**config.mk**
```make
export PLATFORM = sky130hd
export DESIGN_NAME = w_loader
export DESIGN_NICKNAME = d
export VERILOG_FILES = /design/src/rtl/w_loader.sv
export SDC_FILE = /design/constraint.sdc
export NUM_CORES = 1
export LEC_CHECK = 0
export ABC_CLOCK_PERIOD_IN_PS = 2100
export CORE_UTILIZATION = 35
export DETAILED_ROUTE_END_ITERATION = 10
export DONT_BUFFER_PORTS = 1
export GPL_TIMING_DRIVEN = 0
export PLACE_DENSITY_LB_ADDON = 0.1
export SLEW_MARGIN = 20
export SYNTH_ARGS = -nofsm -noshare
export SYNTH_HDL_FRONTEND = slang
export SYNTH_SLANG_ARGS = --single-unit
```
**constraint.sdc**
```tcl
create_clock -name clk -period 2.1 [get_ports clk]
set_clock_uncertainty 0.05 [all_clocks]
set_input_delay 0.105 -clock clk [delete_from_list [all_inputs] [get_ports clk]]
set_output_delay 0.105 -clock clk [all_outputs]
set_load 0.005 [all_outputs]
```
**src/rtl/w_loader.sv**
```systemverilog
// w_loader: weight-fetch stage between the weight buffer and the systolic
// array's shadow weight registers. An accepted clr_w starts a tile. The block
// then reads ROWS consecutive buffer rows from base_addr, one per w_read cycle,
// and shifts each returned row into the shadow chain one cycle after its read.
// w_done is raised once all ROWS rows have been shifted.
module w_loader #(
  parameter int ROWS = 4,
  parameter int COLS = 4,
  parameter int DW   = 8,
  parameter int AW   = 10
) (
  input  logic                     clk,
  input  logic                     rst,
  input  logic                     w_read,
  input  logic                     clr_w,
  input  logic [AW-1:0]            base_addr,
  output logic                     mem_rd_en,
  output logic [AW-1:0]            mem_addr,
  input  logic [COLS*DW-1:0]       mem_rdata,
  output logic                     w_shift,
  output logic [COLS*DW-1:0]       w_data,
  output logic [$clog2(ROWS)-1:0]  w_row,
  output logic                     w_done
);

  // Counters must be able to hold ROWS itself, not just ROWS-1.
  localparam int            CW     = $clog2(ROWS + 1);
  localparam int            RW     = $clog2(ROWS);
  localparam logic [CW-1:0] ROWS_C = CW'(ROWS);

  typedef enum logic [1:0] {IDLE, FETCH, DONE} state_t;

  state_t          state_q, state_d;
  logic [CW-1:0]   iss_q, iss_d;
  logic [CW-1:0]   rcv_q, rcv_d;
  logic [AW-1:0]   addr_q, addr_d;
  logic            vld_q, vld_d;
  logic            done_q, done_d;
  logic            start;
  logic            issue;

  // clr_w is only meaningful together with w_read. Reads are issued only
  // while fetching and while rows remain. Once in DONE, late w_read pulses
  // from the controller therefore do nothing.
  assign start = clr_w & w_read;
  assign issue = (state_q == FETCH) && w_read && (iss_q < ROWS_C);

  // Next-state logic: issue and receive bookkeeping. A start overrides
  // everything and discards the beat that is still in flight.
  always_comb begin
    state_d = state_q;
    iss_d   = iss_q;
    rcv_d   = rcv_q;
    addr_d  = addr_q;
    vld_d   = issue;
    done_d  = done_q;

    if (issue) begin
      iss_d  = iss_q + CW'(1);
      addr_d = addr_q + AW'(1);   // wraps modulo 2^AW
    end

    if (state_q == FETCH && vld_q) begin
      rcv_d = rcv_q + CW'(1);
      if (rcv_d == ROWS_C) begin
        state_d = DONE;
        done_d  = 1'b1;
      end
    end

    if (start) begin
      state_d = FETCH;
      iss_d   = '0;
      rcv_d   = '0;
      addr_d  = base_addr;
      vld_d   = 1'b0;
      done_d  = 1'b0;
    end
  end

  // State register with asynchronous reset; reset abandons any tile.
  always_ff @(posedge clk or posedge rst) begin
    if (rst) begin
      state_q <= IDLE;
      iss_q   <= '0;
      rcv_q   <= '0;
      addr_q  <= '0;
      vld_q   <= 1'b0;
      done_q  <= 1'b0;
    end else begin
      state_q <= state_d;
      iss_q   <= iss_d;
      rcv_q   <= rcv_d;
      addr_q  <= addr_d;
      vld_q   <= vld_d;
      done_q  <= done_d;
    end
  end

  assign mem_rd_en = issue;
  assign mem_addr  = addr_q;
  assign w_shift   = vld_q;
  assign w_row     = rcv_q[RW-1:0];
  assign w_done    = done_q;

  // Buffer data arrives the cycle after the read, which is the same cycle the
  // valid pipe raises w_shift. Each lane is passed through only while
  // shifting, so w_data stays 0 otherwise, including during reset.
  for (genvar gi = 0; gi < COLS; gi++) begin : g_lane
    assign w_data[gi*DW +: DW] = vld_q ? mem_rdata[gi*DW +: DW] : '0;
  end

endmodule

```
Word-level counts from Yosys, hierarchy flattened:

Cells that the tools add are included.
Widths: inputs -> output; s select.

* add/subtract/negate cells: 3
* $mul: 0
* div/mod/pow operators: 0
* $lt $le $gt $ge: 1
* eq/ne operators: 2
* shifts and indexed selects: 0
* muxes and demuxes: 17
* bitwise logic cells: 1
* reductions and logical operators: 7

Operator list (number)
* $mux 8: 4
* $mux 10: 2
* $mux 3: 4
* $add 10x1->10 const B: 1
* $add 3x1->3 const B: 2
* $mux 2: 3
* $reduce_bool 2->1: 3
* $mux 1: 4
* $eq 3x3->1 const B: 1
* $logic_and 1x1->1: 3
* $lt 3x3->1 const B: 1
* $eq 2x1->1 const B: 1
* $reduce_and 2->1: 1
* $and 1x1->1: 1

* flip-flop bits (word level): 20
* latch bits: 0
* bits in writable memories: 0
* bits in read-only memories: 0
* output and inout port bits: 47
* word-level logic and storage cells: 37
* memories kept: 0

Depth between registers and ports, before layout:

* depth in word-level cells: 5
* mapped depth: 5

Least setup slack after synthesis:

Ideal clock, no wire load.

* path type: reg2reg
* from: reg state_q[1]
* to: reg addr_q[4] (netlist: mem_addr[4])
* library setup time: 128 ps
* arrival: 1413 ps
* setup slack: 509 ps
* stages on the path, launching flop included: 6
* buffers on the path: 1
* path through: dfrtp_1 -> or3b_1 -> buf_6 -> or2_4 -> o31ai_1 -> a21oi_1

* word-level cells in the longest chain between the ends: 4

Ends and longest elaborated chain
* start, declared: RTL line 33 `state_t state_q, state_d;`
* start signal, assigned: RTL line 91 `state_q <= state_d;`
* $eq 2x1->1: RTL line 46 `assign issue = (state_q == FETCH) && w_read && (iss_q < ROWS_C);`
* $logic_and 1x1->1 (2 in series): RTL line 46
* $reduce_bool 2->1 (no line)
* end signal, assigned: RTL line 94 `addr_q <= addr_d;`
* end, declared: RTL line 36 `logic [AW-1:0] addr_q, addr_d;`

Every way passes these cells.
A chain may end at the register's enable or synchronous reset.

Worst setup path after layout:

* from: reg state_q[1]
* to: reg addr_q[1] (netlist: mem_addr[1])

* word-level cells in the longest chain between the ends: 4

Ends and longest elaborated chain
* $eq 2x1->1: RTL line 46
* $logic_and 1x1->1 (2 in series): RTL line 46
* net mem_rd_en: RTL line 17 `output logic mem_rd_en,`
* $reduce_bool 2->1 (no line)

The timed path passes the listed nets, and every way through them passes these cells.

==> results.rst <==
.. list-table::
   :header-rows: 1

   * - Metric
     - Value
   * - Reg-to-reg critical path startpoint
     - state_q[1]
   * - CP max stage delay
     - 0.43 ns
   * - #FFs+latches synth
     - 19
   * - Leading post-synthesis cells by cell area
     - dfrtp_1, and2_1, a21oi_1
   * - Worst Path Class, Setup
     - reg2reg
   * - Share of flip-flops with an asynchronous set or reset after synthesis
     - 1.00
   * - Final setup violation count
     - 0
   * - Leakage power of the design
     - 0.654 nW
   * - Top-level I/O count
     - 93
   * - Outcome
     - complete, no violations
   * - Worst min-delay path startpoint
     - base_addr[0]
   * - Number of nets still failing antenna checks after routing
     - 0
   * - Total die area
     - 0.00404 sq mm
   * - Avg WL per Cell
     - 16.4 um
   * - Number of antenna diodes
     - 0
   * - Syn-to-layout area delta
     - 11.0%
   * - Critical path required time
     - 2.18 ns
   * - Routability congestion estimate
     - 0.733
   * - Number of buffers created by CTS
     - 3
   * - Commonest non-fill, non-tap cells in the layout
     - and2_1, dfrtp_1, a21oi_1
   * - Hpwl dp
     - 2.67 mm
   * - Worst reg2reg path endpoint
     - mem_addr[1]
   * - Worst-path fanout max
     - 5
   * - Arr. time, crit path
     - 1.87 ns
   * - Slowest cell on crit path
     - dfrtp_1
   * - Mapped Nets
     - 205
   * - Number of enable flip-flop cells after synthesis
     - 0
   * - H-tree depth
     - 1
   * - Total of cells resized after clock tree synthesis
     - 0
   * - Final critical-path share of the clock period
     - 0.851
   * - Drt drc
     - 0
   * - Average via count per standard cell
     - 5.60
   * - Final critical-path required period
     - 1.79 ns
   * - Site row count
     - 22
   * - Total wire length after detailed routing
     - 3.47 mm
   * - Maximum ir drop on the vdd rail
     - 0.000309 V
   * - Number of sinks on the clock net
     - 19
   * - Cell count of the worst reg-to-reg path
     - 5
   * - Peak Freq
     - 560 MHz
   * - Area share of the largest cell type after synthesis
     - 0.358
   * - Initial antenna violation count
     - 0
   * - Synthesized netlist cell count
     - 155
   * - Max-slew headroom
     - 0.502
   * - Capturing element type of the critical path
     - flip-flop
   * - Endpoint of the worst hold path
     - mem_addr[0]
   * - CORE AREA
     - 0.00366 sq mm
   * - Most frequent standard cell in the layout excluding fill and tap cells
     - and2_1
   * - Crit path cell chain
     - nor3b_1 -> and2_1 -> clkbuf_1 -> mux2i_1 -> o21ai_0
   * - Remaining Overflow, GRT
     - 0
   * - Clock root cell
     - clkbuf_8
   * - Number of max-slew violations in the final report
     - 0
   * - TritonCTS clock tree
     - built
   * - CP startpoint kind
     - flip-flop
   * - Worst setup slack for register-to-register paths
     - 0.31 ns
   * - Worst-skew pair later-pin latency
     - 0.26 ns
   * - Routed vias
     - 1182
   * - Netlist Area Pre-Place
     - 0.00133 sq mm
   * - Hold WC Path Type
     - in2reg
   * - Starting Density
     - 0.363
   * - Violation count after the first detailed-routing iteration
     - 20
   * - GRT Overall Usage
     - 0.170
   * - Number of synthesis warnings
     - 0
   * - Instance area at placement
     - 0.00139 sq mm
   * - Clock transition time at the flip-flop clock pins of the worst setup and hold paths
     - 0.07 ns
   * - Library cell with the largest summed area after synthesis
     - dfrtp_1
   * - Setup repair after global routing missed its margin
     - false
   * - Final Cell Area
     - 0.00147 sq mm
   * - Horizontal extent of the die
     - 63.6 um
   * - Global-route wire length before repair
     - 5.26 mm
   * - Final Hold Fails
     - 0
   * - Top FF cell, synth
     - dfrtp_1
   * - Post-route setup TNS
     - 0 ns
   * - Share of layout cells above drive strength 1
     - 0.104
   * - Number of I/O port buffers
     - 0
   * - Pin count of the biggest net entering global routing
     - 20
   * - Synthesized area per cell
     - 8.56 sq um
   * - Maximum clock path buffer count
     - 2
   * - Areal power density over the cells
     - 771 mW/mm^2
   * - Register area share after synthesis
     - 0.358
   * - Nets
     - 214
   * - Die Y
     - 63.6 um
   * - Cell depth of the worst min-delay path
     - 3
   * - Distinct cell type count of the synthesized netlist
     - 44
   * - Count of max-cap constraint violations
     - 0
   * - Detailed Routing Iterations Pass 1
     - 4
   * - Slew at the pin closest to its max-slew limit
     - 0.746 ns
   * - Vias in the first global route
     - 1095
## flip-flops by register name (all words and copies together) (netlist names)
| name | flops |
|---|---|
| mem_addr | 10 |
| iss_q | 3 |
| rcv_q | 3 |
| state_q | 2 |
| w_shift | 1 |
## cell type report
type / instances / area (sq um)
Buffer: 13 / 81.3
Clock buffer: 3 / 41.3
Clock inverter: 1 / 5.00
Fill cell: 388 / 2190
Inverter: 8 / 30.0
Multi-Input combinational cell: 115 / 741
Sequential cell: 19 / 475
Tap cell: 48 / 60.1
Timing Repair Buffer: 4 / 40.0
## per-stage QoR
step	worst slack, ns	hold slack [ns]	power (W)	instances	util
finish	0.314	0.0348	0.00114	211	0.403
CTS	0.299	0.0261	0.00115	211	0.403
detailed placement	0.310	0.123	0.000877	203	0.379
global placement	0.334	0.118	0.000865	203	0.379
floorplan	0.509	0.00613	0.000790	155	-
global route	0.104	0.0444	0.00121	211	0.403
## where the power goes
part / switching (W) / leakage (nW) / internal, W
Sequential: 0.0000969 / 0.228 / 0.000436
Combinational: 0.000181 / 0.400 / 0.000158
Clock: 0.000131 / 0.0255 / 0.000132
## synthesized netlist by cell type, types with 2 or more instances
cell type	number
o21ai_0	5
and2_1	33
nand2b_1	2
inv_1	8
clkbuf_1	7
xor2_1	2
a32o_1	2
nor3_1	3
nand2_1	8
a22oi_1	2
nand3b_1	2
dfrtp_1	19
nor2_1	10
o31ai_1	3
a21oi_1	11
buf_4	2
ha_1	4
nand3_1	6
## worst max-delay path, delay by kind of cell, from the launching register on
family / cells / cell delay, ns
flops: 1 / 0.43
mux: 1 / 0.22
simple gates: 2 / 0.61
compound gates: 1 / 0.08
buf+inv: 1 / 0.26
## metal layers
metal / wire length (um) / vias up / GRT usage
li1: - / 545 / -
met5: 0 / - / 0
met2: 1780 / 59 / 0.314
met3: 265 / 4 / 0.0380
met4: 29 / 0 / 0.0511
met1: 1390 / 574 / 0.190
## cells by family (layout without fill, tap and decap cells)
logic type | Yosys count | after routing | share of synthesized area
AND/OR/NAND/NOR | 72 | 72 | 0.310
AO/OA/AOI/OAI | 34 | 34 | 0.174
buffers and inverters | 21 | 29 | 0.0839
flip-flops | 19 | 19 | 0.358
adder cells (fa/ha/maj) | 4 | 4 | 0.0377
XOR/XNOR | 3 | 3 | 0.0198
multiplexers | 2 | 2 | 0.0160
## worst max path at each step
stage	startpoint	slack [ns]	depth (start not counted)	to
after detailed placement	state_q[1]	0.31	5	mem_addr[1]
after CTS	state_q[1]	0.30	5	mem_addr[1]
final	state_q[1]	0.31	5	mem_addr[1]
after global routing	state_q[1]	0.10	5	mem_addr[1]
after floorplan	state_q[1]	0.51	5	mem_addr[4]
after global placement	state_q[1]	0.33	5	mem_addr[1]
## repair_timing
| action | 4_1_cts | 5_1_grt |
|---|---|---|
| endpoints found under the hold margin | 22 | 0 |
| hold buffers | 4 | 0 |
| setup endpoints to repair | 0 | 0 |
| buffers inserted | 0 | 0 |
No activity file was read; power rests on OpenSTA's default activity.
